**src/rtl/clk_div_ctrl.sv**
```systemverilog
// -----------------------------------------------------------------------------
// clk_div_ctrl
//   Run-time controller for the clock-divider datapath. Produces a divide-by-N
//   clock-enable tick and a near-50% divided square wave from clk. Ratio
//   changes arrive over a level req / pulse ack handshake and take effect only
//   at a period boundary, so consumers never see a runt period.
//
// Parameters
//   CNT_W        width of the divide ratio and the period counter
//   DEFAULT_DIV  ratio loaded at reset (1 .. 2^CNT_W-1)
//
// Ports
//   clk      in   clock, everything on posedge
//   reset    in   synchronous, active-high
//   en       in   1 = run; 0 = stop at the next period boundary
//   div_req  in   ratio-change request, held until div_ack
//   div_val  in   requested ratio, stable while div_req=1
//   div_ack  out  one-cycle pulse: request applied or rejected
//   div_err  out  one-cycle pulse with div_ack: request rejected (ratio 0)
//   tick     out  one-cycle pulse once per period
//   div_out  out  divided square wave, high for ceil(N/2) cycles
//   cur_div  out  ratio currently in effect
//   busy     out  divider is running (state != STOP)
// -----------------------------------------------------------------------------
module clk_div_ctrl #(
    parameter int CNT_W       = 8,
    parameter int DEFAULT_DIV = 2
) (
    input  logic             clk,
    input  logic             reset,
    input  logic             en,
    input  logic             div_req,
    input  logic [CNT_W-1:0] div_val,
    output logic             div_ack,
    output logic             div_err,
    output logic             tick,
    output logic             div_out,
    output logic [CNT_W-1:0] cur_div,
    output logic             busy
);

    localparam logic [1:0] ST_STOP   = 2'd0;
    localparam logic [1:0] ST_RUN    = 2'd1;
    localparam logic [1:0] ST_SWITCH = 2'd2;

    // Length of the high phase: ceil(n/2), computed one bit wider so n=max
    // does not overflow.
    function automatic logic [CNT_W-1:0] high_len(input logic [CNT_W-1:0] n);
        logic [CNT_W:0] t;
        t = {1'b0, n} + (CNT_W+1)'(1);
        return t[CNT_W:1];
    endfunction

    logic [1:0]       r_state;
    logic [CNT_W-1:0] r_cnt;
    logic [CNT_W-1:0] r_cur_div;
    logic [CNT_W-1:0] r_pend;
    logic             r_tick;
    logic             r_div_out;
    logic             r_ack;
    logic             r_err;

    logic [1:0]       w_state_n;
    logic [CNT_W-1:0] w_cnt_n;
    logic [CNT_W-1:0] w_cur_n;
    logic [CNT_W-1:0] w_pend_n;
    logic             w_tick_n;
    logic             w_ack_n;
    logic             w_err_n;
    logic             w_dout_n;
    logic             w_bound;
    logic             w_take;

    always_comb begin
        w_state_n = r_state;
        w_cnt_n   = r_cnt;
        w_cur_n   = r_cur_div;
        w_pend_n  = r_pend;
        w_tick_n  = 1'b0;
        w_ack_n   = 1'b0;
        w_err_n   = 1'b0;

        w_bound = (r_state != ST_STOP) && (r_cnt == (r_cur_div - CNT_W'(1)));
        // The cycle after an ack is skipped so a requester still dropping
        // div_req is not sampled a second time.
        w_take  = div_req && !r_ack && (r_state != ST_SWITCH);

        case (r_state)
            ST_STOP: begin
                w_cnt_n = '0;
                if (w_take) begin
                    w_ack_n = 1'b1;
                    if (div_val == '0) w_err_n = 1'b1;
                    else               w_cur_n = div_val;
                end
                if (en) w_state_n = ST_RUN;
            end
            ST_RUN: begin
                if (w_bound) begin
                    w_cnt_n  = '0;
                    w_tick_n = 1'b1;
                    if (!en) w_state_n = ST_STOP;
                end else begin
                    w_cnt_n = r_cnt + CNT_W'(1);
                end
                // A request arriving as the divider stops is left for STOP.
                if (w_take && !(w_bound && !en)) begin
                    if (div_val == '0) begin
                        w_ack_n = 1'b1;
                        w_err_n = 1'b1;
                    end else begin
                        w_pend_n  = div_val;
                        w_state_n = ST_SWITCH;
                    end
                end
            end
            ST_SWITCH: begin
                if (w_bound) begin
                    w_cnt_n   = '0;
                    w_tick_n  = 1'b1;
                    w_cur_n   = r_pend;
                    w_ack_n   = 1'b1;
                    w_state_n = en ? ST_RUN : ST_STOP;
                end else begin
                    w_cnt_n = r_cnt + CNT_W'(1);
                end
            end
            default: begin
                w_state_n = ST_STOP;
                w_cnt_n   = '0;
            end
        endcase

        // div_out is derived from the next count so it lines up with cnt.
        w_dout_n = (w_state_n != ST_STOP) && (w_cnt_n < high_len(w_cur_n));
    end

    always_ff @(posedge clk) begin
        if (reset) begin
            r_state   <= ST_STOP;
            r_cnt     <= '0;
            r_cur_div <= CNT_W'(DEFAULT_DIV);
            r_tick    <= 1'b0;
            r_div_out <= 1'b0;
            r_ack     <= 1'b0;
            r_err     <= 1'b0;
        end else begin
            r_state   <= w_state_n;
            r_cnt     <= w_cnt_n;
            r_cur_div <= w_cur_n;
            r_tick    <= w_tick_n;
            r_div_out <= w_dout_n;
            r_ack     <= w_ack_n;
            r_err     <= w_err_n;
        end
    end

    // Pending ratio is only read in SWITCH, after it has been written.
    always_ff @(posedge clk) begin
        r_pend <= w_pend_n;
    end

    assign div_ack = r_ack;
    assign div_err = r_err;
    assign tick    = r_tick;
    assign div_out = r_div_out;
    assign cur_div = r_cur_div;
    assign busy    = (r_state != ST_STOP);

endmodule

```
**config.mk**
```make
export PLATFORM = sky130hd
export DESIGN_NAME = clk_div_ctrl
export DESIGN_NICKNAME = d
export VERILOG_FILES = /design/src/rtl/clk_div_ctrl.sv
export SDC_FILE = /design/constraint.sdc
export NUM_CORES = 1
export LEC_CHECK = 0
export BUFFER_PORTS_ARGS = -buffer_cell sky130_fd_sc_hd__buf_2
export CORE_ASPECT_RATIO = 0.8
export CORE_MARGIN = 1
export CORE_UTILIZATION = 50
export CTS_CLUSTER_SIZE = 10
export DETAILED_ROUTE_END_ITERATION = 6
export MAX_ROUTING_LAYER = met4
export PLACE_DENSITY = 0.7
export SLEW_MARGIN = 40
export SYNTH_ARGS = -nofsm -noshare
export SYNTH_HDL_FRONTEND = slang
export SYNTH_SLANG_ARGS = --single-unit
```
**constraint.sdc**
```tcl
create_clock -name clk -period 8.74 [get_ports clk]
set_input_delay 0.874 -clock clk [delete_from_list [all_inputs] [get_ports clk]]
set_output_delay 0.874 -clock clk [all_outputs]
set_load 0.01 [all_outputs]
```
==> results of run 1 <==
[logic make-up after synthesis]
group,synth area share (%)
buffers and inverters,4.07
AND/OR/NAND/NOR,26.1
adder cells (fa/ha/maj),8.51
flip-flops,33.1
AO/OA/AOI/OAI,19.6
XOR/XNOR,8.09
multiplexers,0.547
[registers in the layout, summed over array words and instances (netlist names)]
signal,cells
cur_div,8
div_ack,1
div_err,1
div_out,1
r_cnt,8
r_pend,8
r_state,2
tick,1
[synth_stat cells (all sizes together), types with 5 or more instances]
master	number	area share, %
clkbuf	7	1.3
nand2	9	1.6
nand3	5	1.2
dfxtp	22	21
a2111oi	5	2.2
ha	14	8.5
nor3	17	4.1
xor2	7	3.0
edfxtp	8	12
nor2	27	4.9
xnor2	12	5.1
inv	11	2.0
a21oi	7	1.7
o21ai	5	1.2
[path summary, 6_finish.rpt]
path | from | endpoint | slack (ps)
max reg2reg | cur_div[0] | div_out | 4290
min | r_cnt[0] | r_cnt[0] | 600
max | cur_div[0] | div_out | 4290
min reg2reg | r_cnt[0] | r_cnt[0] | 600
[power by group]
part	internal, mW	switching, mW
logic	0.0489	0.0696
registers	0.152	0.0117
clock network	0.0634	0.0516
total	0.264	0.133
[final cells by class]
type                    instances  area, µm²
fillers                       359       1580
clock buffers                   7       86.3
flip-flops and latches         30        681
repair buffers                 25        128
multi-input cells             173       1290
inverters                      11       41.3
clock inverters                 1       5.00
well taps                      55       68.8
[metrics by stage]
stage                     area [µm²]  hold slack [ps]  total power [mW]
after global routing            2300              617             0.418
final                           2300              598             0.397
after global placement          2210              579             0.283
after detailed placement        2210              592             0.284
after CTS                       2300              602             0.398
after floorplan                 2060              490             0.254
[layer usage]
layer	routed length (µm)	vias to the layer above
met5	0	-
met1	2360	819
met2	2020	41
met3	251	5
met4	31	0
li1	-	875
[worst reg2reg max path: cells and delay by family (launching register included)]
| family | cells | cell delay, ps |
|---|---|---|
| AO/OA/AOI/OAI | 6 | 2050 |
| XOR/XNOR | 1 | 160 |
| buffers and inverters | 1 | 80 |
| flip-flops | 1 | 360 |
| AND/OR/NAND/NOR | 4 | 890 |
| multiplexers | 1 | 370 |
| adder cells (fa/ha/maj) | 2 | 470 |
==> flow_summary.toml, run 1 <==
[outcome]
outcome = "finished, final reports clean"

[min_path]
min_path_type = "reg -> reg"
hold_depth = 1

[worst_setup_path]
cp.arrival_ps = 4670
worstPathCellList = "inv_1 -> ha_1 -> or3b_1 -> nor4_1 -> o211ai_2 -> a211oi_4 -> mux2_1 -> a222oi_1 -> nor4b_2 -> xnor2_1 -> ha_1 -> a21o_1 -> a2111oi_0 -> o221ai_1 -> nor2_1"
worstSetupStartpointType = "flop"
worstSetupEndpointType = "flop"
cp_num_cells = 15
required_ps = 8960
cp_common_cell = "ha_1"
cp_max_fo = 9
crit_buf_inv = 1
cpPeakStageDelay_ps = 640
cp_top_family = "compound AO/OA/AOI/OAI gates"
worstSetupPathType = "reg -> reg"
reg2reg_depth = 15
cp_slowest_cell = "a222oi_1"

[sta]
rsz0062_at_grt = "no"
finalSetupTns_ps = 0
slew_viol_final = 0
finalCriticalPeriod_ps = 4450
clock_skew_ps = 9.81
worst_slack_ps = 4290
hold_viol_final = 0
worst_pin_slew_ps = 755
fmax_ghz = 0.225
max_slew_margin_pct = 49.7
final-setup-viol-count = 0
fin_crit_sh_pct = 50.9

[yosys]
syn_area_per_cell_um2 = 9.23
ys_warn_count = 0
synth_cells = 223
async_reset_ff_share_pct = 0
ys_seq_area_share_pct = 33.1
ys_types = 59
synth.net_count = 249
ys_ff_latch = 30
synth-edff-count = 8
synth.cell_area_um2 = 2060
synth_ff_type = "dfxtp_1"

[clock_tree]
clk-insertion-delay-late_ps = 290
cts_max_level = 2
cts_tree = "done"
holdBufCountCts = 0
cts_resized = 0
numCtsBuffers = 5
ctsLongestPathBuffers = 2
clkSlewWorstSetupHoldPaths_ps = 70
cts-root-buf = "clkbuf_8"
cts_sinks = 30
cts_setup_buffers = 0

[route]
wl_per_cell_um = 15.4
drc = 0
ant_nets = 0
drt_pre_antenna_iters = 4
drtIter0Drc = 145
wirelength_mm = 4.66
via_per_inst = 5.76
vias = 1740

[placement]
place_ws_ps = 4270
port_buffers = 24
gp_congestion = 0.851
dp_cells = 294
dpl.hpwl_mm = 3.57

[floorplan]
floorplan.initialDensity_pct = 53.1
fp.dieH_um = 59.4
rows = 20
ios = 25
coreArea_um2 = 3880
dieWidth_um = 73.7
design.die.area_um2 = 4380

[global_route]
use_met3_pct = 4.76
grt_use_met2_pct = 33.6
grt_pass1_wl_mm = 7.69
grt-busiest-layer = "met1"
grtUsageTotal_pct = 24.3
grt_pass1_vias = 1574
grt_overflow = 0
met1_usage_pct = 35.1
antenna_found_initial = 0
grt_max_degree = 23

[finish]
final_common_cell = "nor2_1"
fin_cells = 302
final_cell_mix = "nor2_1, buf_2, dfxtp_1, nor3_1, ha_1"
post-route-util_pct = 59.4
area.growth.synth_to_final_pct = 11.9
drive_gt1_share_pct = 18.6
n_antenna_cell = 0
final_nets = 272

[job]
maxCapViolCount = 0

[power]
p_leak_nw = 0.873
power.density_nw_per_um2 = 172
ir_worst_vdd_mv = 0.104
Power figures use the tool's default switching activity.
==> run 2, diff against run 1 <==
==> constraint.sdc (replaced) <==
create_clock -name clk -period 4.1 [get_ports clk]
set_input_delay 0.41 -clock clk [delete_from_list [all_inputs] [get_ports clk]]
set_output_delay 0.41 -clock clk [all_outputs]
set_load 0.01 [all_outputs]
==> run 2 against run 1 <==
Register-to-register slack got worse by 4100 ps; core utilization increased by 6.0 points; global-route usage is 0.98 points higher; critical path depth rose by 1; sequential share of layout area shrank 2.7 points; routed wire length is 9.3% higher; die area did not move; clock power rose by 120%.
==> flow_summary.toml, run 2 (synthesized netlist as in run 1, its figures left out) <==
[global_route]
use_met3_pct = 5.78
grt_overflow = 0
grt_use_met2_pct = 33.3
grtUsageTotal_pct = 25.3
grt_pass1_vias = 1581
grt_pass1_wl_mm = 7.83
grt_max_degree = 23
met1_usage_pct = 37.9
antenna_found_initial = 0
grt-busiest-layer = "met1"

[sta]
worst_slack_ps = 200
max_slew_margin_pct = 65.9
hold_viol_final = 0
final-setup-viol-count = 0
finalSetupTns_ps = 0
clock_skew_ps = 5.05
finalCriticalPeriod_ps = 3900
fin_crit_sh_pct = 95.1
worst_pin_slew_ps = 499
rsz0062_at_grt = "no"
slew_viol_final = 0
holdWs_ps = 325
fmax_ghz = 0.256

[clock_tree]
ctsLongestPathBuffers = 2
numCtsBuffers = 5
cts_tree = "done"
holdBufCountCts = 0
clkSlewWorstSetupHoldPaths_ps = 70
cts_sinks = 30
clk-insertion-delay-late_ps = 290
cts-root-buf = "clkbuf_8"
cts_max_level = 2

[power]
seqPwrFrac_pct = 38.1
power_switching_mw = 0.313
p_int_mw = 0.596
clkPwrFrac_pct = 28.1
ir_worst_vdd_mv = 0.262
sw_frac_of_total_pct = 34.5
p_leak_nw = 0.989
pwr-share-comb_pct = 33.8
power.density_nw_per_um2 = 359
p_total_mw = 0.910

[worst_setup_path]
cp_slowest_cell = "or3_4"
crit_buf_inv = 2
worstSetupPathType = "reg -> reg"
worstSetupStartpointType = "flop"
cp_common_cell = "ha_1"
regToRegSetupSlack_ps = 200
cp_max_fo = 6
rr_startpoint = "cur_div[0]"
cpPeakStageDelay_ps = 430
worstSetupEndpointType = "flop"
worstPathCellList = "inv_1 -> ha_1 -> or3b_4 -> o31a_1 -> o211ai_4 -> a211o_4 -> nor3_1 -> or3_4 -> inv_2 -> ha_1 -> nand2_1 -> or3b_1 -> ha_1 -> a2111oi_4 -> o221ai_1 -> nor2_1"
cp_top_family = "simple AND/OR/NAND/NOR gates"
startpoint = "cur_div[0]"
required_ps = 4330
cp.arrival_ps = 4130

[finish]
drive_gt1_share_pct = 28.0
final_common_cell = "nor2_1"
final_cell_mix = "nor2_1, buf_2, dfxtp_1, buf_4, nor3_1"
n_fill_cell = 321
n_antenna_cell = 0
post-route-util_pct = 65.4
area.growth.synth_to_final_pct = 23.3
fin_cells = 323
final_area_um2 = 2540
final_nets = 293

[job]
maxCapViolCount = 0

[route]
via_per_inst = 5.71
wirelength_mm = 5.09
drtIter0Drc = 110
wl_per_cell_um = 15.8
drt_pre_antenna_iters = 4
drc = 0
vias = 1845
ant_nets = 0

[placement]
place_ws_ps = 49.8
gp_congestion = 0.830
dpl_cell_area_um2 = 2350
port_buffers = 24
dp_cells = 313
dpl.hpwl_mm = 3.77

[floorplan]
dieWidth_um = 73.7
design.die.area_um2 = 4380
ios = 25
fp.dieH_um = 59.4
coreArea_um2 = 3880
floorplan.initialDensity_pct = 53.1
rows = 20

[min_path]
hp-start = "div_val[2]"
min_path_type = "in -> reg"

[outcome]
outcome = "finished, final reports clean"
run 2: cell count changes in the layout (fill, tap and decap cells not counted), sizes merged:
cell	delta
buf	+21
clkbuf	-1
inv	+1
run 2: final cells by class:
cell class	count	area, µm²	share of cell area (%)
Timing Repair Buffer	46	285	11.2
Sequential cell	30	681	26.8
Multi-Input combinational cell	173	1370	53.9
Clock buffer	6	82.6	3.25
Clock inverter	2	11.3	0.444
Tap cell	55	68.8	2.71
Inverter	11	41.3	1.63
run 2: timing repair:
action / CTS / global route
setup endpoints to repair: 1 / 1
gates resized for setup: 3 / 9
pin swaps: 0 / 3
setup buffers: 0 / 2
run 2: final timing paths:
check,end,depth (start not counted)
max,div_out,16
min,r_pend[2],1
max reg2reg,div_out,16
min reg2reg,r_cnt[0],1
run 2: power groups by stage:
| stage | clock network (mW) | logic, mW | registers, mW |
|---|---|---|---|
| 2_1_floorplan | 0 | 0.189 | 0.351 |
| 4_1_cts | 0.258 | 0.294 | 0.345 |
| 6_report | 0.256 | 0.308 | 0.346 |
| 3_3_place_gp | 0 | 0.286 | 0.352 |
| 3_5_place_dp | 0 | 0.287 | 0.351 |
| 5_1_grt | 0.271 | 0.337 | 0.349 |
run 2: per-layer routing:
layer	routed length [µm]	part of all wire, %
met5	0	0
met3	240	4.7
met4	45	0.88
met2	2180	43
met1	2620	52
==> run 3, diff against run 2 <==
--- a/config.mk
+++ b/config.mk
@@ -5,14 +5,15 @@
 export SDC_FILE = /design/constraint.sdc
 export NUM_CORES = 1
 export LEC_CHECK = 0
+export ABC_AREA = 1
 export BUFFER_PORTS_ARGS = -buffer_cell sky130_fd_sc_hd__buf_2
 export CORE_ASPECT_RATIO = 0.8
 export CORE_MARGIN = 1
-export CORE_UTILIZATION = 50
+export CORE_UTILIZATION = 59
 export CTS_CLUSTER_SIZE = 10
 export DETAILED_ROUTE_END_ITERATION = 6
 export MAX_ROUTING_LAYER = met4
-export PLACE_DENSITY = 0.7
+export PLACE_DENSITY = 0.8
 export SLEW_MARGIN = 40
 export SYNTH_ARGS = -nofsm -noshare
 export SYNTH_HDL_FRONTEND = slang
==> run 3 against run 2 <==
The run now ends with design-rule violations left; routed wire length is 7.2% higher; register-to-register slack better by 330 ps; synthesized area is 10% higher; largest cell class unchanged; largest power group unchanged.
==> flow_summary.toml, run 3 <==
[finish]
final_nets = 373
area.growth.synth_to_final_pct = 8.72
final_cell_mix = "nand2_1, inv_1, nor2_1, nand3_1, buf_2"
final_area_um2 = 2460
n_antenna_cell = 0
final_common_cell = "nand2_1"
post-route-util_pct = 69.6
drive_gt1_share_pct = 17.2

[clock_tree]
cts_setup_buffers = 0
cts-root-buf = "clkbuf_8"
cts_resized = 0
cts_sinks = 30
cts_max_level = 2
ctsLongestPathBuffers = 2
cts_tree = "done"
numCtsBuffers = 5
clk-insertion-delay-late_ps = 280
clkSlewWorstSetupHoldPaths_ps = 60
holdBufCountCts = 0

[yosys]
ys_types = 33
ys_ff_latch = 30
ys_seq_area_share_pct = 30.0
synth_cells = 325
syn_area_per_cell_um2 = 6.97
async_reset_ff_share_pct = 0
synth_ff_type = "dfxtp_1"
synth_top_area_share_pct = 19.4
synth.net_count = 351
synth-edff-count = 8
synth_area_leader_cell = "dfxtp_1"
ys_warn_count = 0
synth_most_common_cell = "nand2_1"
synthTopCellsByCount = "nand2_1, inv_1, nor2_1, nand3_1, dfxtp_1"
synth.cell_area_um2 = 2270
synth_area_leaders = "dfxtp_1, nand2_1, edfxtp_1, ha_1, inv_1"

[global_route]
grt_pass1_wl_mm = 9.05
grt_use_met2_pct = 44.6
met1_usage_pct = 42.6
grt_max_degree = 17
antenna_found_initial = 0
grtUsageTotal_pct = 30.2
use_met3_pct = 4.77
grt_pass1_vias = 1944
grt-busiest-layer = "met2"
grt_overflow = 0

[floorplan]
ios = 25
dieWidth_um = 71.3
coreArea_um2 = 3540
rows = 19
design.die.area_um2 = 4090
fp.dieH_um = 57.4
floorplan.initialDensity_pct = 64.0

[route]
drc = 1
vias = 2107
drt_pre_antenna_iters = 7
wl_per_cell_um = 14.0
via_per_inst = 5.40
wirelength_mm = 5.46
ant_nets = 0
drtIter0Drc = 144

[placement]
gp_congestion = 0.907
port_buffers = 24
dpl.hpwl_mm = 4.26
dpl_cell_area_um2 = 2370

[sta]
fmax_ghz = 0.280
finalSetupTns_ps = 0
fin_crit_sh_pct = 87.1
max_slew_margin_pct = 65.2
final-setup-viol-count = 0
worst_pin_slew_ps = 521
slew_viol_final = 0
rsz0062_at_grt = "no"
clock_skew_ps = 2.83
finalCriticalPeriod_ps = 3570
hold_viol_final = 0

[worst_setup_path]
regToRegSetupSlack_ps = 530
worstSetupStartpointType = "flop"
cp_slowest_cell = "dfxtp_1"
crit_buf_inv = 2
cp.arrival_ps = 3780
cp_common_cell = "nand2_1"
rr_startpoint = "cur_div[0]"
worstSetupEndpointType = "flop"
cp_top_family = "simple AND/OR/NAND/NOR gates"
worstPathCellList = "inv_2 -> ha_1 -> nand2_1 -> nand3_1 -> nor3_1 -> nand2_1 -> nor2_4 -> nand2_4 -> nor2_4 -> nand2_1 -> nand3b_1 -> nand2_1 -> nor2_1 -> nand3_1 -> nor2_1 -> nand2_1 -> ha_1 -> nand2_1 -> inv_1 -> nand2_1 -> nand3_1 -> a31oi_1 -> nand2_1 -> a21oi_1"
cp_num_cells = 24
reg2reg_depth = 24
worstSetupPathType = "reg -> reg"
cpPeakStageDelay_ps = 500
cp_max_fo = 11
reg2reg_to = "div_out"
required_ps = 4310

[outcome]
violations = "design-rule violations"
outcome = "finished, violations left"

[power]
ir_worst_vdd_mv = 0.309
p_total_mw = 0.962
power.density_nw_per_um2 = 390
p_leak_nw = 1.18

[job]
maxCapViolCount = 0

[min_path]
min_path_type = "in -> reg"
min_to = "r_pend[0]"
hold_depth = 1
hp-start = "div_val[0]"
run 3: cell types whose count changed in the layout (fill, tap and decap cells not counted), sizes merged, moves of 7 or more:
cell	change
nor3	-8
nor2	+21
xnor2	-7
nand2	+75
nand4	+9
inv	+34
nand3	+26
buf	-22
run 3: where the power goes:
part           switching, mW  total (mW)  internal, mW
registers             0.0351       0.362         0.327
logic                  0.230       0.353         0.124
clock network          0.111       0.247         0.135
total                  0.376       0.962         0.586
run 3: area by class of cell:
| cell class | count | area, µm² |
|---|---|---|
| multi-input combinational | 239 | 1340 |
| fill | 331 | 1080 |
| sequential | 30 | 681 |
| inverter | 47 | 176 |
| timing repair buffer | 24 | 120 |
| clock buffer | 7 | 86.3 |
| tap | 42 | 52.6 |
| clock inverter | 1 | 5.00 |
run 3: cell families after synthesis:
| family | after synthesis | share of synthesized area, % |
|---|---|---|
| compound gates | 24 | 5.96 |
| xor+xnor | 15 | 5.80 |
| fa+ha+maj | 14 | 7.73 |
| buf+inv | 56 | 10.7 |
| flops | 30 | 30.0 |
| simple gates | 186 | 39.8 |
run 3: how the worst max path moves through the flow:
stage,start,to,slack (ps)
3_5_place_dp,cur_div[0],div_out,610
5_1_grt,cur_div[0],div_out,240
6_report,cur_div[0],div_out,530
2_1_floorplan,cur_div[0],div_out,970
3_3_place_gp,cur_div[0],div_out,710
4_1_cts,cur_div[0],div_out,600
run 3: metrics by stage:
stage	instances	hold slack, ps	setup slack, ps
final	390	326	528
after CTS	390	323	596
after floorplan	325	491	973
after detailed placement	382	540	615
after global routing	390	327	242
after global placement	382	543	706
run 3: layer usage:
layer,vias up,part of all wire [%]
li1,1085,-
met1,964,50
met2,52,43
met3,6,5.9
met4,0,0.90
met5,-,0
